## config.mk

```make
export PLATFORM = sky130hd
export DESIGN_NAME = aes_round_sched_flat
export DESIGN_NICKNAME = d
export VERILOG_FILES = /design/src/rtl/aes_round_sched_if.sv /design/src/rtl/aes_round_sched.sv /design/src/flat_wrapper.sv
export SDC_FILE = /design/constraint.sdc
export NUM_CORES = 1
export LEC_CHECK = 0
export CORE_AREA = 2 2 300 302
export DETAILED_ROUTE_END_ITERATION = 16
export DIE_AREA = 0 0 302 304
export SYNTH_ARGS = -nofsm -noshare
export SYNTH_HDL_FRONTEND = slang
export SYNTH_SLANG_ARGS = --single-unit
export TNS_END_PERCENT = 20
```

## constraint.sdc

```tcl
create_clock -name clk -period 2.13 [get_ports clk]
set_clock_uncertainty 0.15 [all_clocks]
set_input_delay 0.426 -clock clk [delete_from_list [all_inputs] [get_ports clk]]
set_output_delay 0.426 -clock clk [all_outputs]
set_load 0.05 [all_outputs]
```

## src/rtl/aes_round_sched_if.sv

```systemverilog
// Request/response/engine bundle for aes_round_sched. The slave side is the
// sequencer; the master side is the requesters, the consumer and the round engine.
interface aes_round_sched_if;
  logic         req0_valid;
  logic         req0_ready;
  logic [127:0] req0_key;
  logic         req1_valid;
  logic         req1_ready;
  logic [127:0] req1_key;
  logic         eng_start;
  logic [127:0] eng_state;
  logic [127:0] eng_key;
  logic [127:0] eng_result;
  logic         rsp_valid;
  logic         rsp_ready;
  logic [127:0] rsp_data;
  logic         rsp_id;
  logic         busy;

  modport slave (
    input  req0_valid, req0_key, req1_valid, req1_key, eng_result, rsp_ready,
    output req0_ready, req1_ready, eng_start, eng_state, eng_key,
           rsp_valid, rsp_data, rsp_id, busy
  );

  modport master (
    output req0_valid, req0_key, req1_valid, req1_key, eng_result, rsp_ready,
    input  req0_ready, req1_ready, eng_start, eng_state, eng_key,
           rsp_valid, rsp_data, rsp_id, busy
  );
endinterface

```

## src/rtl/aes_round_sched.sv

```systemverilog
// Iterative sequencer sharing one external AES round engine between two requesters.
// Define AES_SCHED_ABORT_EN to add an 'abort' input that cancels an in-flight operation.
module aes_round_sched #(
  parameter int unsigned  NUM_ROUNDS = 5,
  parameter int unsigned  ROUND_LAT  = 1,
  parameter logic [127:0] SEED       = 128'hc2f45dfa_8acd3f4d_a3dcfe8a_93cefa0a
) (
  input  logic              clk,
  input  logic              rst_n,
`ifdef AES_SCHED_ABORT_EN
  input  logic              abort,
`endif
  aes_round_sched_if.slave  bus
);
  localparam int unsigned LW = $clog2(ROUND_LAT + 1);

  typedef enum logic [1:0] {IDLE, ISSUE, WAIT, DONE} state_t;

  state_t         state_q, state_d;
  logic [127:0]   d_q, d_d;
  logic           rsp_id_q, rsp_id_d;
  logic           last_grant_q, last_grant_d;
  logic [3:0]     round_cnt_q, round_cnt_d;
  logic [LW-1:0]  lat_cnt_q, lat_cnt_d;
  logic           gnt_vld, gnt_id;
  logic           abort_w;

`ifdef AES_SCHED_ABORT_EN
  assign abort_w = abort;
`else
  assign abort_w = 1'b0;
`endif

  // Round-robin: a tie goes to the requester that was not served last.
  always_comb begin
    gnt_vld = bus.req0_valid | bus.req1_valid;
    gnt_id  = (bus.req0_valid & bus.req1_valid) ? ~last_grant_q : bus.req1_valid;
  end

  assign bus.req0_ready = (state_q == IDLE) & gnt_vld & ~gnt_id;
  assign bus.req1_ready = (state_q == IDLE) & gnt_vld &  gnt_id;
  assign bus.eng_start  = (state_q == ISSUE) & ~abort_w;
  assign bus.eng_state  = SEED;
  assign bus.eng_key    = d_q;
  assign bus.rsp_valid  = (state_q == DONE);
  assign bus.rsp_data   = d_q;
  assign bus.rsp_id     = rsp_id_q;
  assign bus.busy       = (state_q != IDLE);

  always_comb begin
    state_d      = state_q;
    d_d          = d_q;
    rsp_id_d     = rsp_id_q;
    last_grant_d = last_grant_q;
    round_cnt_d  = round_cnt_q;
    lat_cnt_d    = lat_cnt_q;
    case (state_q)
      IDLE: begin
        if (gnt_vld) begin
          d_d          = (gnt_id ? bus.req1_key : bus.req0_key) ^ SEED;
          rsp_id_d     = gnt_id;
          last_grant_d = gnt_id;
          round_cnt_d  = '0;
          state_d      = ISSUE;
        end
      end
      ISSUE: begin
        if (abort_w) begin
          d_d     = '0;
          state_d = IDLE;
        end else begin
          lat_cnt_d = LW'(1);
          state_d   = WAIT;
        end
      end
      WAIT: begin
        if (abort_w) begin
          d_d     = '0;
          state_d = IDLE;
        end else if (lat_cnt_q == LW'(ROUND_LAT)) begin
          d_d = bus.eng_result;
          if (round_cnt_q == 4'(NUM_ROUNDS - 1)) begin
            state_d = DONE;
          end else begin
            round_cnt_d = round_cnt_q + 4'd1;
            state_d     = ISSUE;
          end
        end else begin
          lat_cnt_d = lat_cnt_q + LW'(1);
        end
      end
      DONE: begin
        if (bus.rsp_ready) state_d = IDLE;
      end
      default: state_d = IDLE;
    endcase
  end

  always_ff @(posedge clk or negedge rst_n) begin
    if (!rst_n) begin
      state_q      <= IDLE;
      d_q          <= '0;
      rsp_id_q     <= 1'b0;
      last_grant_q <= 1'b1;
      round_cnt_q  <= '0;
      lat_cnt_q    <= '0;
    end else begin
      state_q      <= state_d;
      d_q          <= d_d;
      rsp_id_q     <= rsp_id_d;
      last_grant_q <= last_grant_d;
      round_cnt_q  <= round_cnt_d;
      lat_cnt_q    <= lat_cnt_d;
    end
  end
endmodule

```

## src/flat_wrapper.sv

```systemverilog
// flat-port wrapper written by rule: the top's interface ports become plain ports
module aes_round_sched_flat 
#(
  parameter int unsigned  NUM_ROUNDS = 5,
  parameter int unsigned  ROUND_LAT  = 1,
  parameter logic [127:0] SEED       = 128'hc2f45dfa_8acd3f4d_a3dcfe8a_93cefa0a
)
  (clk, rst_n, bus_req0_valid, bus_req0_key, bus_req1_valid, bus_req1_key, bus_eng_result, bus_rsp_ready, bus_req0_ready, bus_req1_ready, bus_eng_start, bus_eng_state, bus_eng_key, bus_rsp_valid, bus_rsp_data, bus_rsp_id, bus_busy);
  aes_round_sched_if bus_i ();
  input  logic clk;
  input  logic rst_n;
  input wire logic [$bits(bus_i.req0_valid)-1:0] bus_req0_valid;
  input wire logic [$bits(bus_i.req0_key)-1:0] bus_req0_key;
  input wire logic [$bits(bus_i.req1_valid)-1:0] bus_req1_valid;
  input wire logic [$bits(bus_i.req1_key)-1:0] bus_req1_key;
  input wire logic [$bits(bus_i.eng_result)-1:0] bus_eng_result;
  input wire logic [$bits(bus_i.rsp_ready)-1:0] bus_rsp_ready;
  output wire logic [$bits(bus_i.req0_ready)-1:0] bus_req0_ready;
  output wire logic [$bits(bus_i.req1_ready)-1:0] bus_req1_ready;
  output wire logic [$bits(bus_i.eng_start)-1:0] bus_eng_start;
  output wire logic [$bits(bus_i.eng_state)-1:0] bus_eng_state;
  output wire logic [$bits(bus_i.eng_key)-1:0] bus_eng_key;
  output wire logic [$bits(bus_i.rsp_valid)-1:0] bus_rsp_valid;
  output wire logic [$bits(bus_i.rsp_data)-1:0] bus_rsp_data;
  output wire logic [$bits(bus_i.rsp_id)-1:0] bus_rsp_id;
  output wire logic [$bits(bus_i.busy)-1:0] bus_busy;
  assign bus_i.req0_valid = bus_req0_valid;
  assign bus_i.req0_key = bus_req0_key;
  assign bus_i.req1_valid = bus_req1_valid;
  assign bus_i.req1_key = bus_req1_key;
  assign bus_i.eng_result = bus_eng_result;
  assign bus_i.rsp_ready = bus_rsp_ready;
  assign bus_req0_ready = bus_i.req0_ready;
  assign bus_req1_ready = bus_i.req1_ready;
  assign bus_eng_start = bus_i.eng_start;
  assign bus_eng_state = bus_i.eng_state;
  assign bus_eng_key = bus_i.eng_key;
  assign bus_rsp_valid = bus_i.rsp_valid;
  assign bus_rsp_data = bus_i.rsp_data;
  assign bus_rsp_id = bus_i.rsp_id;
  assign bus_busy = bus_i.busy;
  aes_round_sched #(.NUM_ROUNDS(NUM_ROUNDS), .ROUND_LAT(ROUND_LAT), .SEED(SEED)) u_core (.clk(clk), .rst_n(rst_n), .bus(bus_i));
endmodule
```

---- Yosys cells after proc, flatten, opt, wreduce, memory -nomap -nowiden ----
Cells that the tools add are included.
cells by class
  add/subtract/negate cells ............... 2
  equal/unequal tests ..................... 8
  multiplexer cells ....................... 16
  bitwise gates (word level) .............. 8
  reduce and logical (&&, ||, !) cells .... 8
operators by type and width
  cell                   count
  $mux W128              3
  $pmux W128 S2          1
  $not A73 Y73           1
  $mux W4                3
  $mux W2                4
  $pmux W2 S4            1
  $pmux W4 S2            1
  $reduce_and A3 Y1      2
  $reduce_bool A2 Y1     3
  $add A4 B1 Y4 const B  1
  $and A1 B1 Y1          4
  $eq A2 B2 Y1 const B   2
  $eq A4 B3 Y1 const B   1
  $ne A2 B1 Y1 const B   2
  $ne A2 B2 Y1 const B   2
  $reduce_and A4 Y1      1
  $eq A2 B1 Y1 const B   1
  $logic_not A2 Y1       1
  $mux W1                2
  $not A1 Y1             2
  $pmux W1 S2            1
  $reduce_and A2 Y1      1
  $add A1 B1 Y1 const B  1
  $or A1 B1 Y1           1
word-level totals
  register bits after elaboration ......... 137
  output and inout port bits .............. 390
  logic and storage cells ................. 48

---- Depth between registers and ports, before layout ----
  depth after elaboration ................. 6
  depth in mapped cells ................... 9
  mapped depth without buffers ............ 6

---- Worst setup path after synthesis ----
No wires, ideal clock.
  kind .................................... flip-flop to output port
  from .................................... reg u_core.state_q[0]
  to ...................................... out bus_req0_ready
  arrival time ............................ 1.632 ns
  required time ........................... 1.554 ns
  slack ................................... -0.078 ns
  stages on the path, launching flop included .. 5
  path buffers ............................ 0
  cell sequence ........................... dfrtp_1 inv_1 ha_1 nand2_1 a21oi_1
on the way
  longest elaborated chain between the ends .. 3
ends and longest elaborated chain
  what                        RTL line                RTL
  from (decl)                 aes_round_sched.sv:19   state_t state_q, state_d;
  from (signal assigned)      aes_round_sched.sv:108  state_q <= state_d;
  $logic_not A2 Y1            aes_round_sched.sv:40   assign bus.req0_ready = (state_q == IDLE) & gnt_vld & ~gnt_id;
  $and A1 B1 Y1 (2 in a row)  aes_round_sched.sv:40
  to (decl)                   flat_wrapper.sv:18      output wire logic [$bits(bus_i.req0_ready)-1:0] bus_req0_ready;
Every way passes these cells.

---- Worst setup path in the final report ----
  from .................................... reg u_core.state_q[1]
  to ...................................... reg u_core.d_q[105] (netlist: u_core.bus.eng_key[105])
on the way
  longest elaborated chain between the ends .. 3
  elaborated cells between the ends (all ways) .. 7
ends and longest elaborated chain
  what                                                                 RTL line                RTL
  $eq A2 B2 Y1 / $logic_not A2 Y1 (equally long branches)              aes_round_sched.sv:57   case (state_q)
  $ne A2 B1 Y1 (no line) / $reduce_bool A2 Y1 (equally long branches)  -
  $reduce_and A3 Y1 (no line)                                          -
  to (signal assigned)                                                 aes_round_sched.sv:102  d_q <= '0;
  to (signal assigned)                                                 aes_round_sched.sv:109  d_q <= d_d;
  to (decl)                                                            aes_round_sched.sv:20   logic [127:0] d_q, d_d;
Parallel ways exist; a longest one is shown, timed or not.
A chain may end at the register's enable or synchronous reset.

==> metrics.yaml <==
timing:
  fin_crit_ps: 2221
  fin_ws_ps: -90.82
  worst_slew_pin_slew_ps: 519.9
  hold_viol_final: 0
  drv_slew: 0
  rsz0062_at_grt: "yes"
  max_freq_mhz: 450.3
  relSlewSlack_pct: 65.34
  finalSetupViolations: 89
  fin_crit_sh_pct: 104.3
  setup_tns_ps: -2901
finish:
  area_delta_synth_final_pct: 81.03
  drive_gt1_share_pct: 22.87
  final_cells: 2865
  finalInstanceArea_um2: 17420
  fillers: 9923
  layout.nets: 2072
pwr:
  p_per_area_nw_per_um2: 1898
  leakagePower_uw: 0.007356
  ir_worst_vdd_mv: 1.019
  fin_total_pwr_uw: 33060
drt:
  via_per_inst: 3.444
  drt_pass1_iterations: 5
  drc: 0
  vias: 9868
  drtIter0Drc: 658
  routed_wl_mm: 50.39
  wl_per_cell_um: 17.59
  ant_nets: 0
logic_synthesis:
  syn-cell-area_um2: 9622
  synth_seq_area_share_pct: 35.64
  ys_types: 34
  syn-instance-count: 1116
  avgSynthCellArea_um2: 8.622
  synth_warnings: 0
  ys_seq_elements: 137
grt:
  grt_max_degree: 56
  grt_util_all_layers_pct: 9.976
  grt_pass1_wl_mm: 65.99
  grt_overflow: 0
  first_global_vias: 9607
  grt_antenna_before_repair: 3
setup_path:
  critPathMaxStageDelay_ps: 460
  cp-start-kind: "flip-flop"
  cp_cell_sequence: "buf_6, buf_6, ha_4, nor2_2, or3_4, buf_16, buf_12, nand2_1, o211ai_1"
  r2r_slack_ps: -90
  crit_fanout: 26
  crit_arrival_ps: 2410
  criticalPathCategory: "flip-flop to flip-flop"
  cp_common_cell: "buf_6"
  critPathRequiredTime_ps: 2310
  end_kind: "flip-flop"
  critPathSlowestCell: "or3_4"
  r2r_cells: 9
floorplan:
  std_cell_rows: 110
  io_pins: 779
  die_h_um: 304
  die_x_um: 302
  core_area_um2: 89050
  dieArea_um2: 91810
  start_util_pct: 10.81
clock_tree:
  clk_latency_ps: 470
  cts_root_buffer: "clkbuf_16"
  clk_pin_slew_worst_paths_ps: 70
  cts.sinks: 137
  cts_tree: "built"
  cts_buffers: 17
  cts.path.max_buffers: 2
  cts.htree.levels: 4
placement:
  dp_hpwl_mm: 39.56
  dp_slack_ps: -387.4
  placed_area_um2: 16360
  dp_cells: 2814
  portBuffers: 650
  place_congestion: 0.8463
outcome:
  status: "complete, but fails checks"
  violations: "negative setup slack"
flow_run:
  maxCapViolCount: 0
worst_hold_path:
  hold_path.class: "input port to async pin"
per-stage QoR:
stage,util (%),hold WS [ps]
5_1_grt,19.56,320.0
6_report,19.56,311.1
3_3_place_gp,18.37,264.0
3_5_place_dp,18.37,264.7
2_1_floorplan,-,-19.59
4_1_cts,19.01,281.3
what timing repair did:
item / in CTS / in global routing
buffers inserted: 3 / 8
endpoints found under the setup margin: 185 / 132
endpoints found under the hold margin: 29 / 0
pin swaps: 26 / 28
cloned: 0 / 6
hold buffers: 1 / 0
gates resized for setup: 107 / 51
worst max-delay path: cells and delay by family, from the launching register on:
kind                       cells  cell delay, ps
DFF                            1             380
buffers and inverters          4             640
adders and majority gates      1             170
and+or+nand+nor                3             580
AOI/OAI and AO/OA              1              90
registers in the layout, summed over array words and instances (netlist names):
| signal | flops |
|---|---|
| u_core.bus.eng_key | 128 |
| u_core.bus.rsp_id | 1 |
| u_core.last_grant_q | 1 |
| u_core.lat_cnt_q | 1 |
| u_core.round_cnt_q | 4 |
| u_core.state_q | 2 |
cell families (layout without fill, tap and decap cells):
family	count (synthesis)	in the layout	synth area share, %
buffers and inverters	343	789	24.11
DFF	137	137	35.64
adders and majority gates	8	8	1.040
and+or+nand+nor	355	355	15.12
muxes	55	55	5.722
AOI/OAI and AO/OA	216	216	18.28
other	2	129	0.07805
layer usage:
layer,share of wire [%],vias up,global-route usage [%]
met5,0.026,-,0
met2,47,514,16.12
met4,2.3,2,3.891
li1,-,4583,-
met3,7.7,44,2.706
met1,43,4725,12.53
power breakdown:
| group | total, uW | internal [uW] | switching [uW] | leakage, uW |
|---|---|---|---|---|
| registers | 5470 | 3980 | 1490 | 0.00159 |
| logic | 24500 | 7850 | 16600 | 0.00547 |
| clock network | 3100 | 1660 | 1440 | 0.000288 |
| total | 33100 | 13500 | 19600 | 0.00736 |
final cells by class:
type                       count  area [um^2]  share of cell area, %
timing repair buffer         751         7297                  41.89
multi-input combinational    762         4614                  26.49
sequential                   137         3430                  19.69
tap                         1176         1471                  8.448
clock buffer                  18        439.2                  2.521
clock inverter                14        138.9                 0.7974
inverter                       6        25.02                 0.1437
antenna                        1        2.502                0.01437
synthesized netlist by cell type (all sizes together):
cell,instances,area share (%)
a21bo,1,0.10
or2,1,0.065
and3b,1,0.091
nand3,58,3.0
dfrtp,136,35
dfstp,1,0.27
nor4b,1,0.16
a221oi,73,9.2
buf,291,22
ha,8,1.0
a32o,1,0.10
nand4b,1,0.091
conb,2,0.078
inv,6,0.23
or3,1,0.065
o21ai,4,0.21
clkbuf,46,1.8
a21oi,79,4.1
o211ai,55,4.3
nor3,2,0.16
a31oi,1,0.065
a21o,1,0.078
nor2,150,5.9
nand2,136,5.3
mux2i,55,5.7
nor3b,1,0.13
nand2b,1,0.065
nor2b,2,0.13
a21boi,1,0.078
cells in the final DEF, fill, tap and decap left out, types with 2 or more instances in the layout:
cell	instances
clkdlybuf4s50_1	387
buf_4	221
nor2_1	149
dfrtp_1	136
nand2_1	134
conb_1	128
dlygate4sd2_1	90
a21oi_1	77
nand3_1	57
a221oi_2	56
mux2i_1	55
o211ai_1	55
buf_12	31
clkbuf_16	22
a221oi_1	16
buf_6	12
clkinv_4	6
ha_4	5
o21ai_0	4
inv_6	4
inv_1	3
ha_1	3
inv_2	2
nand2_4	2
a21oi_4	2
clkinv_2	2
buf_16	2
buf_8	2
final timing paths:
kind,from,end
min in group clk,u_core.bus.eng_key[24]$_DFFE_PN0P_,u_core.bus.eng_key[24]$_DFFE_PN0P_
min,rst_n,u_core.bus.eng_key[80]$_DFFE_PN0P_
min reg2reg,u_core.bus.eng_key[24]$_DFFE_PN0P_,u_core.bus.eng_key[24]$_DFFE_PN0P_
max reg2reg,u_core.state_q[1]$_DFFE_PN0P_,u_core.bus.eng_key[105]$_DFFE_PN0P_
max in group asynchronous,rst_n,u_core.bus.eng_key[51]$_DFFE_PN0P_
max,u_core.state_q[1]$_DFFE_PN0P_,u_core.bus.eng_key[105]$_DFFE_PN0P_
Power figures use the tool's default switching activity.
